--- src/rtl/dbg_uart_pkg.sv ---
// Shared types and helpers for the debug UART bridge.
//
// Contents:
//   DEFAULT_CLKS_PER_BIT : default clk cycles per UART bit.
//   rx_state_t           : receiver FSM states (R_IDLE, R_START, R_DATA, R_STOP).
//   tx_state_t           : transmitter FSM states (T_IDLE, T_START, T_DATA, T_STOP).
//   bit_cnt_width()      : width of a per-bit cycle counter able to hold
//                          CLKS_PER_BIT-1 without wrapping.
package dbg_uart_pkg;

  localparam int DEFAULT_CLKS_PER_BIT = 104;

  typedef enum logic [1:0] {
    R_IDLE,
    R_START,
    R_DATA,
    R_STOP
  } rx_state_t;

  typedef enum logic [1:0] {
    T_IDLE,
    T_START,
    T_DATA,
    T_STOP
  } tx_state_t;

  // The counters only ever hold values up to CLKS_PER_BIT-1, so
  // ceil(log2(CLKS_PER_BIT)) bits are always enough.
  function automatic int bit_cnt_width(input int clks_per_bit);
    return (clks_per_bit < 2) ? 1 : $clog2(clks_per_bit);
  endfunction

  // Counter width for the default bit period; modules compute their own
  // value from their CLKS_PER_BIT with the same function.
  localparam int DEFAULT_CNT_W = bit_cnt_width(DEFAULT_CLKS_PER_BIT);

endpackage

--- src/rtl/dbg_uart_tx.sv ---
// UART serializer: 8N1 frames, LSB first, CLKS_PER_BIT clk cycles per bit.
//
// Ports:
//   clk          : system clock, rising edge.
//   reset        : synchronous, active-high.
//   data_tx      : byte to send, captured when a request is accepted.
//   data_tx_seq  : toggled by the requester to ask for a frame.
//   data_tx_ack  : copied from data_tx_seq once the frame is on the wire.
//   tx           : serial output, idle high.
module dbg_uart_tx
  import dbg_uart_pkg::*;
#(
  parameter int CLKS_PER_BIT = DEFAULT_CLKS_PER_BIT
) (
  input  logic       clk,
  input  logic       reset,
  input  logic [7:0] data_tx,
  input  logic       data_tx_seq,
  output logic       data_tx_ack,
  output logic       tx
);

  localparam int CNT_W = bit_cnt_width(CLKS_PER_BIT);
  localparam logic [CNT_W-1:0] BIT_LAST = CNT_W'(CLKS_PER_BIT - 1);

  tx_state_t        state, state_n;
  logic [CNT_W-1:0] cnt, cnt_n;
  logic [2:0]       idx, idx_n;
  logic [7:0]       shreg, shreg_n;
  logic             tx_n;
  logic             ack_n;

  // State and datapath registers. Reset parks the line high and makes the
  // handshake look complete, so nothing is pending coming out of reset.
  always_ff @(posedge clk) begin
    if (reset) begin
      state       <= T_IDLE;
      cnt         <= '0;
      idx         <= '0;
      shreg       <= '0;
      tx          <= 1'b1;
      data_tx_ack <= data_tx_seq;
    end else begin
      state       <= state_n;
      cnt         <= cnt_n;
      idx         <= idx_n;
      shreg       <= shreg_n;
      tx          <= tx_n;
      data_tx_ack <= ack_n;
    end
  end

  // Next-state logic. tx is registered, so each branch decides what the line
  // shows from the next edge. The stop bit spends CLKS_PER_BIT-1 cycles in
  // T_STOP and its final cycle in T_IDLE with the ack already visible; a
  // request seen in that cycle starts the next frame with no idle gap.
  always_comb begin
    state_n = state;
    cnt_n   = cnt;
    idx_n   = idx;
    shreg_n = shreg;
    tx_n    = tx;
    ack_n   = data_tx_ack;
    case (state)
      T_IDLE: begin
        if (data_tx_seq != data_tx_ack) begin
          shreg_n = data_tx;
          tx_n    = 1'b0;
          cnt_n   = BIT_LAST;
          state_n = T_START;
        end
      end
      T_START: begin
        if (cnt == '0) begin
          tx_n    = shreg[0];
          cnt_n   = BIT_LAST;
          idx_n   = '0;
          state_n = T_DATA;
        end else begin
          cnt_n = cnt - CNT_W'(1);
        end
      end
      T_DATA: begin
        if (cnt == '0) begin
          cnt_n = BIT_LAST;
          if (idx == 3'd7) begin
            tx_n    = 1'b1;
            state_n = T_STOP;
          end else begin
            shreg_n = {1'b1, shreg[7:1]};
            tx_n    = shreg[1];
            idx_n   = idx + 3'd1;
          end
        end else begin
          cnt_n = cnt - CNT_W'(1);
        end
      end
      T_STOP: begin
        if (cnt == CNT_W'(1)) begin
          ack_n   = data_tx_seq;
          state_n = T_IDLE;
        end else begin
          cnt_n = cnt - CNT_W'(1);
        end
      end
      default: state_n = T_IDLE;
    endcase
  end

endmodule

--- src/rtl/dbg_uart_bridge.sv ---
// Debug UART bridge: a receiver and a transmitter with toggle/ack
// handshakes towards the host logic. RX lives here, TX is dbg_uart_tx.
//
// Ports:
//   clk           : system clock, rising edge.
//   reset         : synchronous, active-high.
//   rx            : asynchronous serial input, idle high.
//   tx            : serial output, idle high.
//   data_rx       : last published byte.
//   data_rx_valid : published byte had a good (high) stop bit.
//   data_rx_seq   : toggles when a new byte is published.
//   data_rx_ack   : consumer sets equal to data_rx_seq when finished.
//   data_tx       : byte to transmit.
//   data_tx_seq   : toggle to request a transmission.
//   data_tx_ack   : follows data_tx_seq once the frame has been sent.
//   rx_overrun    : sticky, set when a byte arrived while the last was unacked.
module dbg_uart_bridge
  import dbg_uart_pkg::*;
#(
  parameter int CLKS_PER_BIT = DEFAULT_CLKS_PER_BIT
) (
  input  logic       clk,
  input  logic       reset,
  input  logic       rx,
  output logic       tx,
  output logic [7:0] data_rx,
  output logic       data_rx_valid,
  output logic       data_rx_seq,
  input  logic       data_rx_ack,
  input  logic [7:0] data_tx,
  input  logic       data_tx_seq,
  output logic       data_tx_ack,
  output logic       rx_overrun
);

  localparam int CNT_W = bit_cnt_width(CLKS_PER_BIT);
  localparam logic [CNT_W-1:0] BIT_LAST  = CNT_W'(CLKS_PER_BIT - 1);
  localparam logic [CNT_W-1:0] HALF_LAST = CNT_W'(CLKS_PER_BIT / 2 - 1);

  logic             rx_meta, rx_sync, rx_prev;
  rx_state_t        rx_state, rx_state_n;
  logic [CNT_W-1:0] rx_cnt, rx_cnt_n;
  logic [2:0]       rx_idx, rx_idx_n;
  logic [7:0]       rx_shift, rx_shift_n;
  logic             rx_done;

  // Two-flop synchronizer for the asynchronous rx pin, plus one more flop of
  // history so a falling edge can be spotted on the synchronized value. All
  // of them reset to the idle level so no false start bit appears.
  always_ff @(posedge clk) begin
    if (reset) begin
      rx_meta <= 1'b1;
      rx_sync <= 1'b1;
      rx_prev <= 1'b1;
    end else begin
      rx_meta <= rx;
      rx_sync <= rx_meta;
      rx_prev <= rx_sync;
    end
  end

  // Receiver state register.
  always_ff @(posedge clk) begin
    if (reset) begin
      rx_state <= R_IDLE;
    end else begin
      rx_state <= rx_state_n;
    end
  end

  // Receiver next-state logic. After the falling edge we wait half a bit to
  // land in the middle of the start bit, then sample every full bit period.
  // rx_done marks the stop-bit sample; the FSM is back in R_IDLE next cycle.
  always_comb begin
    rx_state_n = rx_state;
    rx_cnt_n   = rx_cnt;
    rx_idx_n   = rx_idx;
    rx_shift_n = rx_shift;
    rx_done    = 1'b0;
    case (rx_state)
      R_IDLE: begin
        if (rx_prev && !rx_sync) begin
          rx_cnt_n   = HALF_LAST;
          rx_state_n = R_START;
        end
      end
      R_START: begin
        if (rx_cnt == '0) begin
          if (rx_sync) begin
            rx_state_n = R_IDLE;
          end else begin
            rx_cnt_n   = BIT_LAST;
            rx_idx_n   = '0;
            rx_state_n = R_DATA;
          end
        end else begin
          rx_cnt_n = rx_cnt - CNT_W'(1);
        end
      end
      R_DATA: begin
        if (rx_cnt == '0) begin
          rx_shift_n = {rx_sync, rx_shift[7:1]};
          rx_cnt_n   = BIT_LAST;
          if (rx_idx == 3'd7) begin
            rx_state_n = R_STOP;
          end else begin
            rx_idx_n = rx_idx + 3'd1;
          end
        end else begin
          rx_cnt_n = rx_cnt - CNT_W'(1);
        end
      end
      R_STOP: begin
        if (rx_cnt == '0) begin
          rx_done    = 1'b1;
          rx_state_n = R_IDLE;
        end else begin
          rx_cnt_n = rx_cnt - CNT_W'(1);
        end
      end
      default: rx_state_n = R_IDLE;
    endcase
  end

  // Receiver datapath and host-side outputs. A finished byte is published
  // only when the consumer has caught up (seq == ack); otherwise it is
  // dropped and the sticky overrun flag records the loss, which keeps the
  // published byte stable for as long as the consumer holds it.
  always_ff @(posedge clk) begin
    if (reset) begin
      rx_cnt        <= '0;
      rx_idx        <= '0;
      rx_shift      <= '0;
      data_rx       <= '0;
      data_rx_valid <= 1'b0;
      data_rx_seq   <= data_rx_ack;
      rx_overrun    <= 1'b0;
    end else begin
      rx_cnt   <= rx_cnt_n;
      rx_idx   <= rx_idx_n;
      rx_shift <= rx_shift_n;
      if (rx_done) begin
        if (data_rx_seq == data_rx_ack) begin
          data_rx       <= rx_shift;
          data_rx_valid <= rx_sync;
          data_rx_seq   <= ~data_rx_seq;
        end else begin
          rx_overrun <= 1'b1;
        end
      end
    end
  end

  dbg_uart_tx #(
    .CLKS_PER_BIT(CLKS_PER_BIT)
  ) u_tx (
    .clk        (clk),
    .reset      (reset),
    .data_tx    (data_tx),
    .data_tx_seq(data_tx_seq),
    .data_tx_ack(data_tx_ack),
    .tx         (tx)
  );

endmodule

--- config.mk ---
export PLATFORM = sky130hd
export DESIGN_NAME = dbg_uart_bridge
export DESIGN_NICKNAME = d
export VERILOG_FILES = /design/src/rtl/dbg_uart_pkg.sv /design/src/rtl/dbg_uart_tx.sv /design/src/rtl/dbg_uart_bridge.sv
export SDC_FILE = /design/constraint.sdc
export NUM_CORES = 1
export LEC_CHECK = 0
export ABC_AREA = 1
export CORE_MARGIN = 3
export CORE_UTILIZATION = 52
export CTS_CLUSTER_DIAMETER = 50
export DETAILED_ROUTE_END_ITERATION = 16
export PLACE_DENSITY = 0.87
export SYNTH_ARGS = -nofsm -noshare
export SYNTH_HDL_FRONTEND = slang
export SYNTH_SLANG_ARGS = --single-unit
--- constraint.sdc ---
create_clock -name clk -period 1.45 [get_ports clk]
set_input_delay 0.2175 -clock clk [delete_from_list [all_inputs] [get_ports clk]]
set_output_delay 0.2175 -clock clk [all_outputs]
set_load 0.03 [all_outputs]
==> flow_summary.ini <==
[worst_setup_path]
crit_slowest_cell = dfxtp_2
worst_ep_required_time_ps = 1690
cp_max_fo = 3
path_cells = inv_2 > ha_4 > inv_1 > nor2_1 > nand2_2 > buf_4 > o21ai_1 > nor2_1 > nor2_1 > nor2_1
crit_cells = 10
crit_buf_inv = 3
cp-start-kind = flip-flop
cp_top_family = simple AND/OR/NAND/NOR gates
worst_path_most_repeated_cell = nor2_1
critPathLaunch = u_tx.state[1]
worstRegToRegCells = 10
criticalPathCategory = reg2reg
worst_ep_arrival_time_ps = 1880
r2r_start = u_tx.state[1]
endpoint_kind = flip-flop
critical-path-max-stage-delay_ps = 400

[layout]
fin_nets = 537
fill_cells = 288
fin_cells = 577
layout_commonest_cell = nand2_1
antenna_cells = 0
drive_above_1_share_pct = 34.5
multiInputGateArea_um2 = 1960
regArea_um2 = 1160
fin_area_um2 = 4210
area_growth_pct = 41.5
final_cell_mix = nand2_1, nor2_1, buf_4, dfxtp_1, inv_1

[synth]
synth-seq-cells = 56
syn_inst = 428
syn_area_um2 = 2980
synth_xor_area_share_pct = 1.18
yosys_warnings = 0
synthMuxAreaShare_pct = 0
synth_edf_count = 2
postSynth.asyncResetShare_pct = 0
synth_ff_type = dfxtp_1
synth_compound_area_share_pct = 13.1
synth_simple_gate_area_share_pct = 32.5
yosys.area_share.adder_pct = 7.56
synth_area_per_cell_um2 = 6.96
synth_top_family_by_area = simple AND/OR/NAND/NOR gates
ys_seq_area_share_pct = 38.3
syn_nets = 459
synth.distinct_cells = 29

[clocking]
htree_levels = 2
clockBufferDepth = 2
clock_sinks = 56
clkTransAtPathRegs_ps = 110
root_buffer = clkbuf_8
cts_hold_buf = 0
clkLatencyLatePin_ps = 320
numCtsBuffers = 5
cts_tree = done

[sta]
fin_ws_ps = -187
period_needed_ps = 1640
setup_viol = 42
finalCritPeriodShare_pct = 113
worst_slew_pin_slew_ps = 319
finClkSkew_ps = 7.56
hold_viol = 0
fmax_ghz = 0.611
slew_violations = 0
rsz0062_at_grt = yes
relSlewSlack_pct = 78.8

[floorplanning]
initial_core_util_pct = 55.8
core_area_um2 = 5340
die_w_um = 81.7
dieArea_um2 = 6670
placement_rows = 26
die_h_um = 81.7
ios = 26

[grt]
grt.total_usage_pct = 26.2
grt_max_degree = 25
grt_overflow = 0
grt_pass1_wl_um = 13700
grt_pass1_vias = 3074
antenna_found_initial = 0

[worst_hold_path]
min_from = data_tx_seq
hp-class = in2reg
min_path_cells = 1

[pwr]
power_density_nw_per_um2 = 2170
p_leak_nw = 1.94
vdd_ir_drop_max_mv = 1.42
finalPower_w = 0.00915

[drt]
drt-vias-per-instance = 6.12
ant_nets = 0
wl_met1_um = 3980
dr_total_vias = 3529
dr_wl_met2_um = 5220
dr.pass1.iters = 5
wl_met3_um = 974
wirelength_um = 10900
routed.top_layer = met4
drcViolationCount = 0
first_iter_violations = 519
wl_per_cell_um = 18.9

[placed_design]
gp_congestion = 0.859
pre_cts_ws_ps = -178
post-dp-hpwl_um = 4970
placed_cell_area_um2 = 3550
port_buffers = 25
placed_cells_incl_taps = 546

[flow_run]
drv_cap = 0

[run_status]
status = finished, violations left
violations = setup timing
-- cell type report --
cell class | instances | area share [%]
clock buffer | 6 | 2.23
timing repair buffer | 77 | 16.2
multi-input combinational | 317 | 46.6
tap | 70 | 2.08
clock inverter | 2 | 0.356
inverter | 48 | 4.81
sequential | 56 | 27.6
timing repair inverter | 1 | 0.148
-- worst register-to-register path, cell delays in order (launching register included) --
cell	delay, ps
dfxtp_2	400
inv_2	80
ha_4	170
inv_1	80
nor2_1	60
nand2_2	120
buf_4	130
o21ai_1	90
nor2_1	210
nor2_1	60
nor2_1	160
-- metal layers --
| layer | up-vias | track usage [%] |
|---|---|---|
| li1 | 1512 | - |
| met1 | 1612 | 29.8 |
| met2 | 318 | 47.5 |
| met3 | 87 | 3.62 |
| met4 | 0 | 13.6 |
| met5 | - | 0 |
-- flip-flops by register name (all words and copies together) (netlist names), named ones only --
name,flops
data_rx,8
rx_shift,8
u_tx.shreg,8
rx_cnt,7
u_tx.cnt,7
rx_idx,3
u_tx.idx,3
u_tx.state,2
data_rx_seq,1
data_rx_valid,1
rx_meta,1
rx_overrun,1
rx_prev,1
rx_state,1
rx_sync,1
u_tx.data_tx_ack,1
u_tx.tx,1
-- cells in the mapped netlist, types with 4 or more instances --
cell type | number | area [µm²]
inv_2 | 8 | 30.0
inv_1 | 38 | 143
nand4_1 | 7 | 43.8
nor2_2 | 6 | 37.5
ha_1 | 18 | 225
o21ai_1 | 18 | 90.1
nand2_2 | 5 | 31.3
dfxtp_1 | 54 | 1080
nand2_1 | 88 | 330
clkbuf_1 | 5 | 18.8
nor2_4 | 4 | 45.0
nor2_1 | 89 | 334
o21ai_0 | 31 | 155
a21oi_1 | 24 | 120
nand3_1 | 11 | 55.1
-- metrics by stage --
| step | util [%] | TNS (ps) | hold WS, ps |
|---|---|---|---|
| finish | 79.0 | -3670 | 489 |
| global route | 79.0 | -6500 | 500 |
| CTS | 71.9 | -276 | 455 |
| detailed placement | 66.6 | -3020 | 422 |
| global placement | 66.6 | -2050 | 405 |
| floorplan | - | 0 | 316 |
-- worst paths after layout --
path                                    endpoint  slack (ps)
worst max register to register     u_tx.state[0]        -190
worst max-delay path               u_tx.state[0]        -190
worst min register to register        data_rx[2]         500
worst min-delay path            u_tx.data_tx_ack         490
-- cells by family (layout without fill, tap and decap cells) --
group	count (synthesis)	after routing
buffers and inverters	56	134
AOI/OAI and AO/OA	76	76
and+or+nand+nor	218	219
DFF	56	56
adders and majority gates	18	18
xor gates and xnor gates	4	4
-- repair_timing --
action | CTS | global route
setup endpoints to repair | 60 | 51
pin swaps | 11 | 37
resized for setup | 60 | 90
cloned | 2 | 0
endpoints found under the hold margin | 0 | 0
buffers inserted | 8 | 13
-- report_power, final --
group          switching (W)  internal, W
combinational        0.00340      0.00235
sequential          0.000414      0.00197
clock               0.000569     0.000455
total                0.00438      0.00477
Note: power is estimated with default switching activity, not from simulation.
